<file path="config.mk">
export PLATFORM = sky130hd
export DESIGN_NAME = issue_stage_flat
export DESIGN_NICKNAME = d
export VERILOG_FILES = /design/src/rtl/issue_stage_pkg.sv /design/src/rtl/issue_stage_if.sv /design/src/rtl/fu_class_decode.sv /design/src/rtl/issue_stage.sv /design/src/flat_wrapper.sv
export SDC_FILE = /design/constraint.sdc
export NUM_CORES = 1
export LEC_CHECK = 0
export CORE_AREA = 2 2 138 140
export DETAILED_ROUTE_END_ITERATION = 6
export DIE_AREA = 0 0 140 142
export DONT_BUFFER_PORTS = 1
export SLEW_MARGIN = 20
export SYNTH_ARGS = -nofsm -noshare
export SYNTH_HDL_FRONTEND = slang
export SYNTH_SLANG_ARGS = --single-unit
</file>
<file path="constraint.sdc">
create_clock -name clock -period 13.3 [get_ports clock]
set_clock_uncertainty 0.05 [all_clocks]
set_input_delay 3.325 -clock clock [delete_from_list [all_inputs] [get_ports clock]]
set_output_delay 3.325 -clock clock [all_outputs]
set_load 0.005 [all_outputs]
</file>
<file path="src/rtl/issue_stage_pkg.sv">
// Shared types for the issue latch: tags, decoder and issue packets.
// Also holds the source-operand select helper.
package issue_stage_pkg;

    localparam int DATA_W = 32;
    localparam int PHYS_W = 6;
    localparam int RS_W = 4;
    localparam logic [31:0] NOP_INST = 32'h0000_0013;

    typedef logic [PHYS_W-1:0] phys_idx_t;
    typedef logic [DATA_W-1:0] word_t;

    typedef enum logic [4:0] {
        ALU_ADD, ALU_SUB, ALU_SLT, ALU_SLTU, ALU_AND,
        ALU_OR, ALU_XOR, ALU_SLL, ALU_SRL, ALU_SRA,
        ALU_MUL, ALU_MULH, ALU_MULHSU, ALU_MULHU
    } alu_func_t;

    typedef enum logic [1:0] {
        FU_ALU  = 2'd0,
        FU_MULT = 2'd1,
        FU_BR   = 2'd2,
        FU_MEM  = 2'd3
    } fu_class_t;

    typedef struct packed {
        phys_idx_t phys_reg;
    } tag_t;

    typedef struct packed {
        logic            valid;
        logic [31:0]     inst;
        tag_t            t1;
        tag_t            t2;
        tag_t            dest;
        logic [RS_W-1:0] rs_idx;
        alu_func_t       alu_func;
        logic            rd_mem;
        logic            wr_mem;
        logic            cond_branch;
        logic            uncond_branch;
    } decoder_packet_t;

    typedef struct packed {
        logic            issue_en;
        decoder_packet_t decoder_packet;
    } rs_is_packet_t;

    typedef struct packed {
        logic            valid;
        logic            fire;
        fu_class_t       fu_class;
        decoder_packet_t decoder_packet;
        word_t           opa;
        word_t           opb;
    } is_ex_packet_t;

    function automatic decoder_packet_t nop_packet();
        decoder_packet_t p;
        p = '0;
        p.inst = NOP_INST;
        p.alu_func = ALU_ADD;
        return p;
    endfunction

    // p0 is hardwired zero; a live CDB broadcast beats the stale PRF read
    function automatic word_t pick_operand(
        input phys_idx_t idx,
        input logic      cdb_en,
        input phys_idx_t cdb_idx,
        input word_t     cdb_val,
        input word_t     prf_val
    );
        if (idx == '0)
            return '0;
        else if (cdb_en && cdb_idx == idx)
            return cdb_val;
        else
            return prf_val;
    endfunction

endpackage

</file>
<file path="src/rtl/issue_stage_if.sv">
// Bus bundle around the issue latch: RS side, CDB, PRF ports, FU side.
// master is the issue stage itself; slave is its environment.
interface issue_stage_if #(
    parameter int XLEN = 32,
    parameter int STALL_CNT_W = 32
);
    import issue_stage_pkg::*;

    rs_is_packet_t          rs_is_packet;
    tag_t                   cdb;
    logic                   cdb_en;
    logic [XLEN-1:0]        cdb_value;
    phys_idx_t              prf_rd1_idx;
    phys_idx_t              prf_rd2_idx;
    logic [XLEN-1:0]        prf_rd1_val;
    logic [XLEN-1:0]        prf_rd2_val;
    logic [3:0]             fu_busy;
    logic                   is_stall;
    is_ex_packet_t          is_ex_packet;
    logic [STALL_CNT_W-1:0] stall_cycles;

    modport master (
        input  rs_is_packet, cdb, cdb_en, cdb_value,
        input  prf_rd1_val, prf_rd2_val, fu_busy,
        output prf_rd1_idx, prf_rd2_idx,
        output is_stall, is_ex_packet, stall_cycles
    );

    modport slave (
        output rs_is_packet, cdb, cdb_en, cdb_value,
        output prf_rd1_val, prf_rd2_val, fu_busy,
        input  prf_rd1_idx, prf_rd2_idx,
        input  is_stall, is_ex_packet, stall_cycles
    );

endinterface

</file>
<file path="src/rtl/fu_class_decode.sv">
// Maps a decoded instruction onto the functional unit class that runs it.
// Memory beats branch beats multiply; everything else is plain ALU.
module fu_class_decode
    import issue_stage_pkg::*;
(
    input  decoder_packet_t pkt,
    output fu_class_t       fu_class
);

    logic unused_bits;
    assign unused_bits = ^{pkt.valid, pkt.inst, pkt.t1, pkt.t2,
                           pkt.dest, pkt.rs_idx};

    // priority classification of the incoming instruction
    always_comb begin
        fu_class = FU_ALU;
        if (pkt.rd_mem || pkt.wr_mem)
            fu_class = FU_MEM;
        else if (pkt.cond_branch || pkt.uncond_branch)
            fu_class = FU_BR;
        else if (pkt.alu_func inside {ALU_MUL, ALU_MULH,
                                      ALU_MULHSU, ALU_MULHU})
            fu_class = FU_MULT;
    end

endmodule

</file>
<file path="src/rtl/issue_stage.sv">
// Single-entry issue latch between the reservation station and execute.
// Reads operands with CDB bypass at accept and holds them until the FU takes them.
module issue_stage
    import issue_stage_pkg::*;
#(
    parameter int XLEN = 32,
    parameter int STALL_CNT_W = 32
) (
    input  logic          clock,
    input  logic          reset,
    input  logic          interrupt,
    issue_stage_if.master bus
);

    typedef enum logic {EMPTY, HELD} state_t;

    state_t                 state;
    state_t                 state_nxt;
    decoder_packet_t        in_pkt;
    fu_class_t              in_class;
    decoder_packet_t        held_pkt;
    fu_class_t              held_class;
    word_t                  held_opa;
    word_t                  held_opb;
    logic [XLEN-1:0]        opa_nxt;
    logic [XLEN-1:0]        opb_nxt;
    logic                   held_valid;
    logic                   fire;
    logic                   accept;
    is_ex_packet_t          ex;
    logic [STALL_CNT_W-1:0] stall_cnt;

    assign in_pkt = bus.rs_is_packet.decoder_packet;
    assign bus.prf_rd1_idx = in_pkt.t1.phys_reg;
    assign bus.prf_rd2_idx = in_pkt.t2.phys_reg;
    assign bus.stall_cycles = stall_cnt;
    assign bus.is_ex_packet = ex;

    fu_class_decode u_decode (
        .pkt      (in_pkt),
        .fu_class (in_class)
    );

    // source operands as seen this cycle, with same-cycle CDB bypass
    always_comb begin
        opa_nxt = pick_operand(in_pkt.t1.phys_reg, bus.cdb_en,
                               bus.cdb.phys_reg, bus.cdb_value,
                               bus.prf_rd1_val);
        opb_nxt = pick_operand(in_pkt.t2.phys_reg, bus.cdb_en,
                               bus.cdb.phys_reg, bus.cdb_value,
                               bus.prf_rd2_val);
    end

    // stall/fire and the execute packet, from held state and fu_busy only
    always_comb begin
        held_valid = (state == HELD);
        fire = held_valid && !bus.fu_busy[held_class];
        bus.is_stall = held_valid && bus.fu_busy[held_class];
        ex.valid = held_valid;
        ex.fire = fire;
        ex.fu_class = FU_ALU;
        ex.decoder_packet = nop_packet();
        ex.opa = '0;
        ex.opb = '0;
        if (held_valid) begin
            ex.fu_class = held_class;
            ex.decoder_packet = held_pkt;
            ex.opa = held_opa;
            ex.opb = held_opb;
        end
    end

    // must mirror the RS marking rule, plus the flush
    assign accept = bus.rs_is_packet.issue_en && !bus.is_stall && !interrupt;

    // next state: flush, load, drain or hold
    always_comb begin
        state_nxt = state;
        if (interrupt)
            state_nxt = EMPTY;
        else if (accept)
            state_nxt = HELD;
        else if (fire)
            state_nxt = EMPTY;
    end

    // state register
    always_ff @(posedge clock) begin
        if (reset)
            state <= EMPTY;
        else
            state <= state_nxt;
    end

    // payload is captured only at accept and frozen while held
    always_ff @(posedge clock) begin
        if (accept) begin
            held_pkt <= in_pkt;
            held_class <= in_class;
            held_opa <= opa_nxt;
            held_opb <= opb_nxt;
        end
    end

    // saturating stall counter, survives interrupts
    always_ff @(posedge clock) begin
        if (reset)
            stall_cnt <= '0;
        else if (bus.is_stall && stall_cnt != '1)
            stall_cnt <= stall_cnt + STALL_CNT_W'(1);
    end

endmodule

</file>
<file path="src/flat_wrapper.sv">
// flat-port wrapper written by rule: the top's interface ports become plain ports
module issue_stage_flat import issue_stage_pkg::*;
#(
    parameter int XLEN = 32,
    parameter int STALL_CNT_W = 32
)
  (clock, reset, interrupt, bus_rs_is_packet, bus_cdb, bus_cdb_en, bus_cdb_value, bus_prf_rd1_val, bus_prf_rd2_val, bus_fu_busy, bus_prf_rd1_idx, bus_prf_rd2_idx, bus_is_stall, bus_is_ex_packet, bus_stall_cycles);
  issue_stage_if #(.XLEN(XLEN), .STALL_CNT_W(STALL_CNT_W)) bus_i ();
  input  logic clock;
  input  logic reset;
  input  logic interrupt;
  input wire logic [$bits(bus_i.rs_is_packet)-1:0] bus_rs_is_packet;
  input wire logic [$bits(bus_i.cdb)-1:0] bus_cdb;
  input wire logic [$bits(bus_i.cdb_en)-1:0] bus_cdb_en;
  input wire logic [$bits(bus_i.cdb_value)-1:0] bus_cdb_value;
  input wire logic [$bits(bus_i.prf_rd1_val)-1:0] bus_prf_rd1_val;
  input wire logic [$bits(bus_i.prf_rd2_val)-1:0] bus_prf_rd2_val;
  input wire logic [$bits(bus_i.fu_busy)-1:0] bus_fu_busy;
  output wire logic [$bits(bus_i.prf_rd1_idx)-1:0] bus_prf_rd1_idx;
  output wire logic [$bits(bus_i.prf_rd2_idx)-1:0] bus_prf_rd2_idx;
  output wire logic [$bits(bus_i.is_stall)-1:0] bus_is_stall;
  output wire logic [$bits(bus_i.is_ex_packet)-1:0] bus_is_ex_packet;
  output wire logic [$bits(bus_i.stall_cycles)-1:0] bus_stall_cycles;
  assign bus_i.rs_is_packet = bus_rs_is_packet;
  assign bus_i.cdb = bus_cdb;
  assign bus_i.cdb_en = bus_cdb_en;
  assign bus_i.cdb_value = bus_cdb_value;
  assign bus_i.prf_rd1_val = bus_prf_rd1_val;
  assign bus_i.prf_rd2_val = bus_prf_rd2_val;
  assign bus_i.fu_busy = bus_fu_busy;
  assign bus_prf_rd1_idx = bus_i.prf_rd1_idx;
  assign bus_prf_rd2_idx = bus_i.prf_rd2_idx;
  assign bus_is_stall = bus_i.is_stall;
  assign bus_is_ex_packet = bus_i.is_ex_packet;
  assign bus_stall_cycles = bus_i.stall_cycles;
  issue_stage #(.XLEN(XLEN), .STALL_CNT_W(STALL_CNT_W)) u_core (.clock(clock), .reset(reset), .interrupt(interrupt), .bus(bus_i));
endmodule
</file>
==> results.md, run 1 <==
- Outcome: complete, but fails checks
- Failing checks: design-rule violations
- Total CTS buffers: 17
- RSZ-0062 raised after global routing: no
- Iter 0 DRT Violations: 315
- Post-CTS Hold Buffers: 0
- Die ar.: 19900 sq um
- Hpwl dp: 13600 microns
- Metal3 WL: 1660 microns
- Clk buf depth: 2
- Dpl cells: 846
- Fraction of layout cells with a size suffix above 1: 8.06%
- Final instance area: 8460 sq um
- WL/cell: 21.5 microns
- Drt drc: 16
- Synth top area share: 50.6%
- Final Hold Fails: 0
- Max layer used: met4
- First-pass GRT wire length: 28500 microns
- Critical path's largest stage delay: 0.46 ns
- Synth area leader: edfxtp_1
- R2R setup slack: 10.00 ns
- Die H: 142 microns
- Tot GR Track Use: 18.7%
- Root buffer cell: clkbuf_16
- Vias in the first global route: 4949
- Cell with the most instances after synthesis: edfxtp_1
- Area growth, synth to finish: 9.68%
- Top Ports: 352
- Via count: 4881
- Nets@finish: 808
- Max-slew violations: 0
- Antenna Cells: 0
- Post-synth EDFFs: 130
- DR vias/cell: 5.55
- Largest net degree at the start of global routing: 134
- TritonCTS clock tree: built
- DRT antenna net count: 0
- Crit path max-delay cell type: mux4_2
- Initial antenna violation count: 0
- Critical Path AT: 4.01 ns
- CP endpoint kind: primary output
- Core area: 18500 sq um
- Syn nets: 830
- Crit path max-delay family: multiplexers
- Final min period: 7.39 ns
- Wl on met1: 7680 microns
- GRT Residual Overflow: 0
- Critical path peak fanout: 10
- Port bufs: 0
- Final Non-Filler Cells: 879
- Synth area leaders: edfxtp_1 (51%), and2_1 (10%), dfxtp_1 (8.6%)
- Crit-path cells: mux4_2, nand2_1, inv_2
- RR Startpoint: u_core.held_class[0]$_SDFFCE_PP1P_
- Die width: 140 microns
- Clk sinks: 163
- # H-tree levels: 4
- First-pass DRT Iterations: 7
- Top cells by count, synth: edfxtp_1 (130), and2_1 (127), nor2_1 (79)
- Peak supply drop: 0.0846 mV
- WL final: 18900 microns
- Fmax: 135 MHz
- Bufs and invs on worst path: 1
- Crit share post-route: 55.5%
- Post-synthesis sequential area ratio: 59.2%
- Worst slew pin tran: 1.04 ns
- Num rows: 50
- Placed Instance Area: 7840 sq um
- Fin Setup TNS: 0 ns
- Pleak: 0.00274 uW
- HP Start: u_core.bus.stall_cycles[27]$_SDFFE_PP0P_
- Required time of the critical path: 9.93 ns
- Tightest slew margin relative to the limit: 31.0%
- Hold Crit Class: reg2reg
- Crit start category: primary input
- Synth unique cells: 46
- Synth warnings: 0
- Clock slew at reported path FFs: 0.07 ns
- Initial Utilization: 41.8%
- Worst Setup SP: bus_fu_busy[3]
- Synth async-reset ratio: 0%
- Routability cong.: 0.876
- Post-synth top flop: edfxtp_1
- Design Power: 1130 uW
- Power density cells: 133 nW/um^2
- Post-cts gate resize count: 0
- Final setup fails: 0
- Cell Area, Synth: 7710 sq um
- Max Cap Viol: 0
- Post-CTS repair timing setup buffer count: 0
- Post-Syn Instances: 654
- Syn Area/Cell: 11.8 sq um
- Crit Path Class: in2out
- Worst-skew pair later-pin latency: 0.41 ns
- Yosys reg bits: 163
- DR WL met2: 9210 microns
==> routing by layer <==
layer	GRT usage (%)	vias up
met5	0	-
met1	23.3	2353
met3	7.20	26
li1	-	2269
met2	30.1	233
met4	6.49	0
==> cell families after synthesis <==
family / count (synthesis) / synth area share [%]
and+or+nand+nor: 291 / 21.4
adders and majority gates: 1 / 0.162
muxes: 69 / 9.16
AOI/OAI and AO/OA: 55 / 4.36
xor gates and xnor gates: 17 / 1.93
buffers and inverters: 58 / 3.76
DFF: 163 / 59.2
==> worst register-to-register path, stage by stage (launching register included) <==
cell and delay [ns]:
edfxtp_1 0.39, mux4_2 0.53, nand2_1 0.12, inv_2 0.11, nor3b_4 0.18, buf_4 0.54
buf_4 0.95
==> stage by stage <==
step	utilization (%)	hold slack (ns)	setup WS [ns]
floorplan	-	0.430	3.69
global placement	42.5	0.458	5.90
detailed placement	42.5	0.475	5.88
CTS	45.7	0.484	5.88
global route	45.8	0.514	5.87
finish	45.8	0.485	5.91
==> cells in the final DEF, fill, tap and decap left out, types with 12 or more instances in the layout <==
master / instances
mux2i_1: 65
edfxtp_1: 130
nor2_1: 79
nand2_1: 13
dfxtp_1: 32
and2_1: 127
o21ai_0: 13
a21oi_1: 22
or4_1: 13
clkbuf_16: 17
or3_1: 12
==> flip-flops by register name, indices dropped and copies added, names as in the netlist <==
signal                   cells
u_core.held_pkt             64
u_core.bus.stall_cycles     32
u_core.held_opa             32
u_core.held_opb             32
u_core.held_class            2
u_core.held_valid            1
==> report_power, final <==
| part | internal [uW] | total, uW | switching (uW) |
|---|---|---|---|
| logic | 17.4 | 48.4 | 31.0 |
| registers | 573 | 578 | 5.48 |
| clock network | 296 | 500 | 204 |
| total | 886 | 1130 | 241 |
==> final cells by class <==
cell class	instances	area (sq um)
clock inverter	13	159
sequential	163	4570
clock buffer	19	433
inverter	10	37.5
fill	1660	9990
tap	234	293
timing repair buffer	7	72.6
multi-input combinational	433	2900
==> worst paths after layout <==
path | endpoint | cells after the start
setup reg to reg | u_core.held_pkt[47]$_DFFE_PP_ | 6
hold reg to reg | u_core.bus.stall_cycles[27]$_SDFFE_PP0P_ | 2
hold / removal | u_core.bus.stall_cycles[27]$_SDFFE_PP0P_ | 2
setup / recovery | bus_is_stall | 3
No activity file was read; power rests on OpenSTA's default activity.
==> run 2: changes to the inputs <==
clock period = 5.95 ns   (was 13.3 ns; I/O delays follow)
==> results.md, run 2 (synthesized netlist as in run 1, its figures left out) <==
- Fill cells: 1657
- First-pass GRT wire length: 28900 microns
- Max-slew violations: 0
- Most common cell after layout, fill and taps aside: edfxtp_1
- Root buffer cell: clkbuf_16
- Final min period: 3.74 ns
- Post-CTS repair timing setup buffer count: 0
- Critical Path AT: 2.20 ns
- Power density cells: 296 nW/um^2
- GRT Residual Overflow: 0
- Hold Crit Class: reg2reg
- Clock slew at reported path FFs: 0.06 ns
- Tightest slew margin relative to the limit: 45.5%
- Nets@finish: 807
- CP endpoint kind: primary output
- Via count: 4988
- Initial antenna violation count: 0
- Critical path peak fanout: 10
- Hpwl dp: 13900 microns
- Iter 0 DRT Violations: 284
- Final setup fails: 0
- WL/cell: 21.9 microns
- WL final: 19200 microns
- Fmax: 268 MHz
- Most frequent cells in the layout: edfxtp_1 (130), and2_1 (127), nor2_1 (79), mux2i_1 (65), dfxtp_1 (32)
- Largest net degree at the start of global routing: 134
- Crit Path Class: in2out
- Routability cong.: 0.876
- Post-cts gate resize count: 0
- Core area: 18500 sq um
- Top Ports: 352
- Final hold slack: 0.483 ns
- Die ar.: 19900 sq um
- Total CTS buffers: 17
- Post-CTS Hold Buffers: 0
- Peak supply drop: 0.180 mV
- Fin Setup TNS: 0 ns
- Final core occ: 45.8%
- Port bufs: 0
- TritonCTS clock tree: built
- Worst slew pin tran: 0.818 ns
- Initial Utilization: 41.8%
- Crit start category: primary input
- Tot GR Track Use: 19.2%
- RSZ-0062 raised after global routing: no
- Pleak: 0.00275 uW
- Vias in the first global route: 5004
- Drt drc: 16
- Max reg flops: 64
- Crit share post-route: 62.8%
- Max Cap Viol: 0
- Die H: 142 microns
- Die width: 140 microns
- First-pass DRT Iterations: 7
- Final Hold Fails: 0
- Largest Register: u_core.held_pkt
- Outcome: complete, but fails checks
- Num rows: 50
- Worst-skew pair later-pin latency: 0.42 ns
- Antenna Cells: 0
- Clk sinks: 163
- Area growth, synth to finish: 9.65%
- Fraction of layout cells with a size suffix above 1: 8.23%
- Clk buf depth: 2
- DRT antenna net count: 0
- Failing checks: design-rule violations
- Required time of the critical path: 4.41 ns
- DR vias/cell: 5.68
- # H-tree levels: 4
[run 2: changes by cell type in the layout (fill, tap and decap cells not counted), sizes merged]
cell and change:
clkinvlp -2, bufinv -1, clkinv +1, buf -1
inv +2
[run 2: per-layer routing]
layer	track usage, %	vias to the layer above	part of all wire [%]
met4	7.07	2	2.1
met3	7.84	30	10
met5	1.25	-	0.17
li1	-	2275	-
met1	23.2	2404	38
met2	31.1	277	49
[run 2: final timing paths]
path / start / endpoint / slack, ns / cells after the start
hold / removal: u_core.bus.stall_cycles[7]$_SDFFE_PP0P_ / u_core.bus.stall_cycles[7]$_SDFFE_PP0P_ / 0.48 / 2
setup reg to reg: u_core.bus.stall_cycles[0]$_SDFFE_PP0P_ / u_core.bus.stall_cycles[11]$_SDFFE_PP0P_ / 3.39 / 6
setup / recovery: bus_fu_busy[3] / bus_is_stall / 2.21 / 3
hold reg to reg: u_core.bus.stall_cycles[7]$_SDFFE_PP0P_ / u_core.bus.stall_cycles[7]$_SDFFE_PP0P_ / 0.48 / 2
[run 2: area by class of cell]
class / count / area [sq um] / share of cell area [%]
clock buffer: 19 / 433 / 5.12
clock inverter: 13 / 151 / 1.79
inverter: 10 / 37.5 / 0.444
multi-input combinational: 433 / 2900 / 34.3
sequential: 163 / 4570 / 54.0
tap: 234 / 293 / 3.46
timing repair buffer: 6 / 77.6 / 0.917
[run 2: through the flow]
stage	worst slack (ns)	cell area, sq um	cells	power (uW)
2_1_floorplan	0.00988	7720	654	1410
3_3_place_gp	2.21	7850	845	1420
3_5_place_dp	2.19	7850	845	1430
4_1_cts	2.19	8430	877	2530
5_1_grt	2.19	8460	878	2590
6_report	2.21	8460	878	2500
[run 2: worst max-delay path, stage by stage]
cell and delay, ns:
mux4_2 0.47, nand2_1 0.13, inv_2 0.12
[run 2: report_power, final]
part,internal [uW],leakage [uW],switching [uW]
combinational,39.6,0.000981,70.1
clock,628,0.000283,474
sequential,1280,0.00148,12.2
